### config.mk
export PLATFORM = sky130hd
export DESIGN_NAME = pc_fetch_unit
export DESIGN_NICKNAME = d
export VERILOG_FILES = /design/src/rtl/fetch_pkg.sv /design/src/rtl/pc_next_calc.sv /design/src/rtl/pc_fetch_unit.sv
export SDC_FILE = /design/constraint.sdc
export NUM_CORES = 1
export LEC_CHECK = 0
export ABC_AREA = 1
export CAP_MARGIN = 0
export CORE_AREA = 2 2 121 123
export DETAILED_ROUTE_END_ITERATION = 7
export DIE_AREA = 0 0 123 125
export HOLD_SLACK_MARGIN = 0.03
export PLACE_DENSITY = 0.74
export SLEW_MARGIN = 20
export SYNTH_ARGS = -nofsm -noshare
export SYNTH_HDL_FRONTEND = slang
export SYNTH_HIERARCHICAL = 1
export SYNTH_SLANG_ARGS = --single-unit
### constraint.sdc
create_clock -name clk -period 2.8 [get_ports clk]
set_clock_uncertainty 0.15 [all_clocks]
set_input_delay 0.42 -clock clk [delete_from_list [all_inputs] [get_ports clk]]
set_output_delay 0.42 -clock clk [all_outputs]
set_load 0.01 [all_outputs]
### src/rtl/fetch_pkg.sv
// Shared fetch-unit definitions: FSM state encodings, default widths, reset PC and NOP word.
package fetch_pkg;

    typedef logic [1:0] fetch_state_t;

    localparam fetch_state_t S_REQ  = 2'd0;
    localparam fetch_state_t S_WAIT = 2'd1;
    localparam fetch_state_t S_HOLD = 2'd2;

    localparam int unsigned XLEN_DEF     = 32;
    localparam logic [31:0] RESET_PC_DEF = 32'h0000_0000;
    localparam logic [31:0] INST_NOP     = 32'h0000_0013;

endpackage

### src/rtl/pc_next_calc.sv
// Combinational next-PC helper: sequential PC+4, JALR-style masked redirect target and
// the bit-1 misalignment flag of the requested target.
module pc_next_calc
    import fetch_pkg::*;
#(
    parameter int unsigned XLEN = XLEN_DEF
) (
    input  logic [XLEN-1:0] i_pc,
    input  logic [XLEN-1:0] i_br_target,
    output logic [XLEN-1:0] o_pc_plus4,
    output logic [XLEN-1:0] o_target,
    output logic            o_misalign
);

    assign o_pc_plus4 = i_pc + XLEN'(4);
    assign o_target   = i_br_target & ~XLEN'(1);
    assign o_misalign = i_br_target[1];

endmodule

### src/rtl/pc_fetch_unit.sv
// Instruction-fetch front end: owns the PC, keeps at most one imem request in flight and
// squashes wrong-path fetches on redirect. Define PC_FETCH_MISALIGN_TRAP_EN to trap bit-1 targets.
module pc_fetch_unit
    import fetch_pkg::*;
#(
    parameter int unsigned     XLEN     = XLEN_DEF,
    parameter logic [XLEN-1:0] RESET_PC = XLEN'(RESET_PC_DEF)
) (
    input  logic            clk,
    input  logic            rst_n,
    input  logic            BrValid,
    input  logic            NextPCSrc,
    input  logic [XLEN-1:0] BrTarget,
    output logic            IMemReqValid,
    input  logic            IMemReqReady,
    output logic [XLEN-1:0] IMemAddr,
    input  logic            IMemRespValid,
    input  logic [XLEN-1:0] IMemRespData,
    output logic            InstValid,
    input  logic            InstReady,
    output logic [XLEN-1:0] Inst,
    output logic [XLEN-1:0] InstPC,
    output logic [XLEN-1:0] InstPCPlus4,
    output logic            Flush
`ifdef PC_FETCH_MISALIGN_TRAP_EN
    ,
    output logic            MisalignErr,
    output logic [XLEN-1:0] BadAddr
`endif
);

    fetch_state_t    r_state;
    logic [XLEN-1:0] r_pc;
    logic [XLEN-1:0] r_inst;
    logic [XLEN-1:0] r_inst_pc;
    logic            r_kill;
    logic            r_inst_valid;

    logic            w_redirect;
    logic            w_misalign;
    logic            w_trap;
    logic            w_frozen;
    logic [XLEN-1:0] w_pc_plus4;
    logic [XLEN-1:0] w_target;

    pc_next_calc #(
        .XLEN(XLEN)
    ) u_pc_next_calc (
        .i_pc       (r_pc),
        .i_br_target(BrTarget),
        .o_pc_plus4 (w_pc_plus4),
        .o_target   (w_target),
        .o_misalign (w_misalign)
    );

    assign w_redirect = BrValid & NextPCSrc;

`ifdef PC_FETCH_MISALIGN_TRAP_EN
    logic            r_misalign_err;
    logic [XLEN-1:0] r_bad_addr;

    assign w_frozen    = r_misalign_err;
    assign w_trap      = w_redirect & w_misalign & ~r_misalign_err;
    assign MisalignErr = r_misalign_err;
    assign BadAddr     = r_bad_addr;

    always_ff @(posedge clk) begin
        if (!rst_n) begin
            r_misalign_err <= 1'b0;
            r_bad_addr     <= '0;
        end else if (w_trap) begin
            r_misalign_err <= 1'b1;
            r_bad_addr     <= w_target;
        end
    end
`else
    logic w_unused_misalign;

    assign w_frozen          = 1'b0;
    assign w_trap            = 1'b0;
    assign w_unused_misalign = w_misalign;
`endif

    assign IMemReqValid = rst_n & (r_state == S_REQ) & ~w_frozen;
    assign IMemAddr     = r_pc;
    assign InstValid    = r_inst_valid;
    assign Inst         = r_inst;
    assign InstPC       = r_inst_pc;
    assign InstPCPlus4  = r_inst_pc + XLEN'(4);
    assign Flush        = w_redirect;

    always_ff @(posedge clk) begin
        if (!rst_n) begin
            r_state      <= S_REQ;
            r_pc         <= RESET_PC;
            r_kill       <= 1'b0;
            r_inst_valid <= 1'b0;
            r_inst       <= '0;
            r_inst_pc    <= '0;
        end else if (w_trap) begin
            // Park in S_REQ with requests masked; any in-flight response is ignored there.
            r_state      <= S_REQ;
            r_kill       <= 1'b0;
            r_inst_valid <= 1'b0;
        end else if (!w_frozen) begin
            case (r_state)
                S_REQ: begin
                    if (IMemReqReady) begin
                        r_state <= S_WAIT;
                    end
                    if (w_redirect) begin
                        r_pc <= w_target;
                        if (IMemReqReady) begin
                            r_kill <= 1'b1;
                        end
                    end
                end
                S_WAIT: begin
                    if (w_redirect) begin
                        r_pc <= w_target;
                        if (IMemRespValid) begin
                            r_kill  <= 1'b0;
                            r_state <= S_REQ;
                        end else begin
                            r_kill <= 1'b1;
                        end
                    end else if (IMemRespValid) begin
                        if (r_kill) begin
                            r_kill  <= 1'b0;
                            r_state <= S_REQ;
                        end else begin
                            r_inst       <= IMemRespData;
                            r_inst_pc    <= r_pc;
                            r_pc         <= w_pc_plus4;
                            r_inst_valid <= 1'b1;
                            r_state      <= S_HOLD;
                        end
                    end
                end
                S_HOLD: begin
                    // Redirect wins over a same-cycle InstReady.
                    if (w_redirect) begin
                        r_inst_valid <= 1'b0;
                        r_pc         <= w_target;
                        r_state      <= S_REQ;
                    end else if (InstReady) begin
                        r_inst_valid <= 1'b0;
                        r_state      <= S_REQ;
                    end
                end
                default: begin
                    r_state <= S_REQ;
                end
            endcase
        end
    end

endmodule

==> results of run 1 <==
-- area by class of cell --
cell class	count	area share, %
Clock buffer	9	2.70
Clock inverter	7	0.826
Inverter	75	3.38
Multi-Input combinational cell	761	40.7
Sequential cell	100	24.2
Tap cell	184	2.76
Timing Repair Buffer	214	25.4
-- power by group --
| part | switching, uW | total, uW | internal, uW | leakage, uW |
|---|---|---|---|---|
| combinational | 396 | 828 | 432 | 0.00250 |
| sequential | 144 | 1660 | 1520 | 0.000824 |
| clock | 607 | 1230 | 626 | 0.000138 |
| total | 1150 | 3730 | 2580 | 0.00346 |
-- state kept, by name (all words and copies together) (netlist names) --
name       count
r_state        2
InstPC        32
r_kill         1
Inst          32
IMemAddr      32
InstValid      1
-- placed cells by master (no fill, tap or decap), types with 3 or more instances in the layout --
master             n
buf_4             13
nand3_1           53
nor2_1           259
dfxtp_1           87
inv_6              3
o21ai_0           50
inv_2              3
nor2_4            10
xnor2_1           10
dfxtp_2           13
nand3b_1           9
nor2_2            13
o21ai_1           14
nand2_1          304
inv_1             72
clkdlybuf4s50_1  198
nand4_1            3
xor2_1            20
nand2_2            4
clkbuf_16          9
-- per-stage QoR --
stage	cells	utilization [%]
after floorplan	1013	-
final	1350	58.6
after global placement	1334	56.1
after detailed placement	1334	56.1
after global routing	1350	58.6
after CTS	1350	58.3
-- worst max-delay path by stage --
stage | from | end | slack [ps] | depth (start not counted)
2_1_floorplan | InstPC[3] | InstPCPlus4[16] | 830 | 5
3_3_place_gp | InstPC[2] | InstPCPlus4[18] | 280 | 7
3_5_place_dp | InstPC[2] | InstPCPlus4[18] | 270 | 7
4_1_cts | InstPC[5] | InstPCPlus4[11] | 20 | 6
5_1_grt | InstPC[6] | InstPCPlus4[14] | -30 | 6
6_report | InstPC[2] | InstPCPlus4[16] | 110 | 6
-- worst max-delay path: cells and delay by family (launching register included) --
kind / cells / cell delay, ps
adder cells (fa/ha/maj): 1 / 170
XOR/XNOR: 1 / 180
AND/OR/NAND/NOR: 3 / 430
buffers and inverters: 1 / 580
flip-flops: 1 / 390
-- repair_timing --
action,in CTS,in global routing
pin swaps,0,0
setup endpoints to repair,9,19
resized for setup,5,22
-- metal layers --
metal / track usage (%) / wire length (um)
met5: 0 / 0
met1: 31.4 / 8220
met3: 3.97 / 1030
met2: 37.3 / 8100
met4: 7.15 / 384
==> results.md, run 1 <==
* Syn_area_per_cell at 6.08 sq um
* Final Hold Vio Count at 0
* RSZ-0062 raised after global routing: true
* P_leak at 0.00346 uW
* Routed vias at 6429
* Tot Pwr at 3730 uW
* Clock sink total at 100
* Longest Clk Path Bufs at 2
* Die area at 0.0154 sq mm
* Largest net degree at the start of global routing at 100
* Initial Utilization at 43.4%
* CP cell instances: ha_4 > nand3_1 > nor2_1 > nand3_1 > xnor2_1 > clkdlybuf4s50_1
* Status: finished, final reports clean
* TritonCTS clock tree: yes
* Reg2reg setup slack at 760 ps
* Minimum clock period after layout at 2690 ps
* Max Clk Rate at 371 MHz
* Area grow syn2layout at 35.2%
* Clock transition at path regs at 80 ps
* Pre-CTS setup slack at 269 ps
* YS warnings at 6
* Worst R2R Path Depth at 6
* Row count at 44
* Maximum vdd ir drop at 0.000284 V
* Critical Path RT at 2230 ps
* Worst skew pair latency at 360 ps
* Setup Viol. Count Final at 0
* Vias in the first global route at 5822
* Critical path fanouts, max at 5
* Fillers at 1359
* Diodes inserted at 0
* Synth Instances at 1013
* Initial DRC count at 338
* CTS Root Buffer Type: clkbuf_16
* H-Tree Depth at 3
* Ports at 202
* Hold_buf cts at 0
* Post-route worst setup slack at 107 ps
* Max incr delay on CP at 580 ps
* Vias/cell at 4.76
* Mapped Area at 0.00616 sq mm
* Drc violations at 0
* Worst slew margin at 38.5%
* Chip Height at 125 um
* Area post-placement at 0.00797 sq mm
* Syn nets at 1086
* Congestion Overflow GR at 0
* GPL Wtd Cong at 0.950
* Initial antenna violation count at 0
* Worst reg2reg path endpoint: IMemAddr[26]
* Worst Hold Path Cells at 3
* Hold Crit Class: in2reg
* First-pass GRT wire length at 28500 um
* Crit path kind: reg2out
* Least-Margin Pin Slew at 923 ps
* Worst Setup End Kind: output port
* Worst r2r src: r_state[0]
* Final TNS setup at 0 ps
* IO buf count at 200
* Final wirelength at 17700 um
* Post-CTS setup buffer count at 0
* Post-route cell area at 0.00833 sq mm
* Slew Limit Fails at 0
* Multi-input logic area at 0.00339 sq mm
* Period utilisation layout at 96.2%
* Routed length per instance at 13.1 um
* CP max stage cell: clkdlybuf4s50_1
* Drt first pass iters at 5
* Overall routing resource usage at 23.1%
* Sequential Area at 0.00202 sq mm
* Die Span X at 123 um
* Core Area at 0.0142 sq mm
* Nets at 1234
* Ratio of cells with drive above 1 in the final layout at 6.78%
* Min-Delay Startpoint: rst_n
* Detailed Place HPWL at 13200 um
* Most frequent cell on the critical path: nand3_1
* Hold slack final at 175 ps
* Pwr/cell area at 447 mW/mm^2
* Antenna-violating nets left at 0
* CP Launch Type: flip-flop
* Hold Path End: r_state[1]
* # Max-Cap Violations at 0
* Cts bufs inserted at 9
* CP arrival at 2120 ps
No activity file was read; power rests on OpenSTA's default activity.
==> run 2: changes to the inputs <==
- CORE_AREA: 2 2 121 123 -> 2 2 123 125
- DIE_AREA: 0 0 123 125 -> 0 0 125 127
- PLACE_DENSITY: 0.74 -> 0.72
- clock period: 2.8 -> 2.87 ns (I/O delays scaled with it)
==> run 2 against run 1 <==
Cell area shrank 0.63%. First-iteration DRC count grew 30%. Setup slack improved by 16 ps. Sequential cell count is the same. Critical path depth unchanged. Clock power about the same. Clock-buffer cell count rose by 2. Critical endpoint is now InstPCPlus4[8]. Largest cell class unchanged. Largest power group unchanged.
==> results.md, run 2 (synthesis gave the netlist of run 1 again) <==
* Worst skew pair latency at 350 ps (about the same)
* Congestion Overflow GR at 0 (unchanged)
* Worst slew margin at 40.5% (+2.1 points)
* Core Area at 0.0144 sq mm (+1.6%)
* CP bufs+invs at 2 (+1)
* Antenna-violating nets left at 0 (unchanged)
* Initial DRC count at 438 (+30%)
* H-Tree Depth at 3 (unchanged)
* Area post-placement at 0.00794 sq mm (-0.38%)
* Maximum vdd ir drop at 0.000325 V (+15%)
* Crit path kind: reg2out
* Status: finished, final reports clean
* Die Span X at 125 um (+1.6%)
* # Max-Cap Violations at 0 (unchanged)
* Pwr/cell area at 438 mW/mm^2 (-2.1%)
* Clock transition at path regs at 70 ps (about the same)
* Overall routing resource usage at 21.9% (-1.2 points)
* CP max stage cell: clkdlybuf4s50_1
* TritonCTS clock tree: yes
* Final Hold Vio Count at 0 (unchanged)
* Commonest non-fill, non-tap cells in the layout: 307 x nand2_1, 261 x nor2_1, 198 x clkdlybuf4s50_1
* Detailed Place HPWL at 13000 um (-1.7%)
* Hold Crit Class: in2reg
* Commonest non-fill, non-tap cell in the layout: nand2_1
* Vias/cell at 4.73 (-0.76%)
* Clock sink total at 100 (unchanged)
* Chip Height at 127 um (+1.6%)
* Post-CTS setup buffer count at 0 (unchanged)
* Worst Setup End Kind: output port
* Largest net degree at the start of global routing at 100 (unchanged)
* Drt first pass iters at 5 (unchanged)
* Cts bufs inserted at 9 (unchanged)
* Minimum clock period after layout at 2750 ps
* Nets at 1230 (-0.32%)
* Hold slack final at 189 ps (+13.6 ps)
* Vias in the first global route at 5725 (-1.7%)
* Max incr delay on CP at 560 ps (-20 ps)
* First-pass GRT wire length at 28600 um (+0.32%)
* CTS Root Buffer Type: clkbuf_16
* Period utilisation layout at 95.7%
* Critical path fanouts, max at 5 (unchanged)
* CP cell instances: ha_4 > nand3_1 > nor2_1 > buf_4 > xor2_1 > clkdlybuf4s50_1
* Tot Pwr at 3620 uW (-2.7%)
* CP Launch Type: flip-flop
* Initial antenna violation count at 0 (unchanged)
* Max Clk Rate at 364 MHz
* Least-Margin Pin Slew at 888 ps (-34.5 ps)
* Initial Utilization at 42.7% (-0.66 points)
* Post-route cell area at 0.00828 sq mm (-0.63%)
* Drc violations at 0 (unchanged)
* Slew Limit Fails at 0 (unchanged)
* CP arrival at 2170 ps (+50 ps)
* Area grow syn2layout at 34.3%
* Final TNS setup at 0 ps (unchanged)
* Longest Clk Path Bufs at 2 (unchanged)
* P_leak at 0.00344 uW (-0.57%)
* Ratio of cells with drive above 1 in the final layout at 5.42% (-1.4 points)
* Final wirelength at 17400 um (-1.6%)
* Row count at 44 (unchanged)
* Top delay family on crit path: buffers and inverters
* GPL Wtd Cong at 0.907 (-4.5%)
* Ports at 202 (unchanged)
* Critical Path RT at 2290 ps (+60 ps)
* Routed length per instance at 13.0 um (-1.3%)
* Die area at 0.0159 sq mm (+3.3%)
* Setup Viol. Count Final at 0 (unchanged)
* Routed vias at 6361 (-1.1%)
* IO buf count at 200 (unchanged)
* Diodes inserted at 0 (unchanged)
[run 2: changes by cell type in the layout (fill, tap and decap cells not counted), sizes merged]
cell,previous run,this run
clkbuf,9,11
clkinvlp,2,1
clkinv,1,3
inv,79,76
buf,15,11
[run 2: through the flow]
| stage | cells | utilization (%) | setup WS, ps |
|---|---|---|---|
| final | 1346 | 57.4 | 123 |
| after global routing | 1346 | 57.4 | -3.05 |
| after CTS | 1346 | 57.2 | 27.0 |
| after detailed placement | 1330 | 55.1 | 331 |
| after global placement | 1330 | 55.1 | 383 |
| after floorplan | 1013 | - | 894 |
[run 2: what timing repair did]
action	4_1_cts	5_1_grt
gates resized for setup	3	11
gates cloned	0	0
setup endpoints to repair	5	11
hold buffers	0	0
endpoints found under the hold margin	0	0
[run 2: final timing paths]
kind / startpoint / to / slack, ps / cells after the start
max: InstPC[2] / InstPCPlus4[8] / 120 / 6
min: rst_n / r_state[1] / 190 / 3
max reg2reg: IMemAddr[2] / IMemAddr[24] / 860 / 12
min reg2reg: Inst[18] / Inst[18] / 330 / 2
[run 2: power by group]
group | total [uW] | internal [uW] | switching, uW | leakage (uW)
clock network | 1200 | 646 | 554 | 0.000144
logic | 799 | 417 | 382 | 0.00248
registers | 1620 | 1480 | 141 | 0.000821
[run 2: layout make-up]
type                       instances  area [sq um]
fill                            1443          6150
multi-input combinational        761          3370
timing repair buffer             210          2090
sequential                       100          2010
inverter                          75           282
clock buffer                      11           253
tap                              184           230
clock inverter                     5          45.0
[run 2: per-layer routing]
metal  track usage [%]  vias to the layer above  part of all wire (%)
met5                 0                        -                     0
met4              6.60                        0                   1.7
met3              3.89                       23                   6.2
met2              34.9                      200                    45
met1              30.5                     2790                    47
li1                  -                     3348                     -
[run 2: worst min-delay path, stage by stage]
cell	delay, ps
buf_2	110
inv_1	70
a21oi_1	40
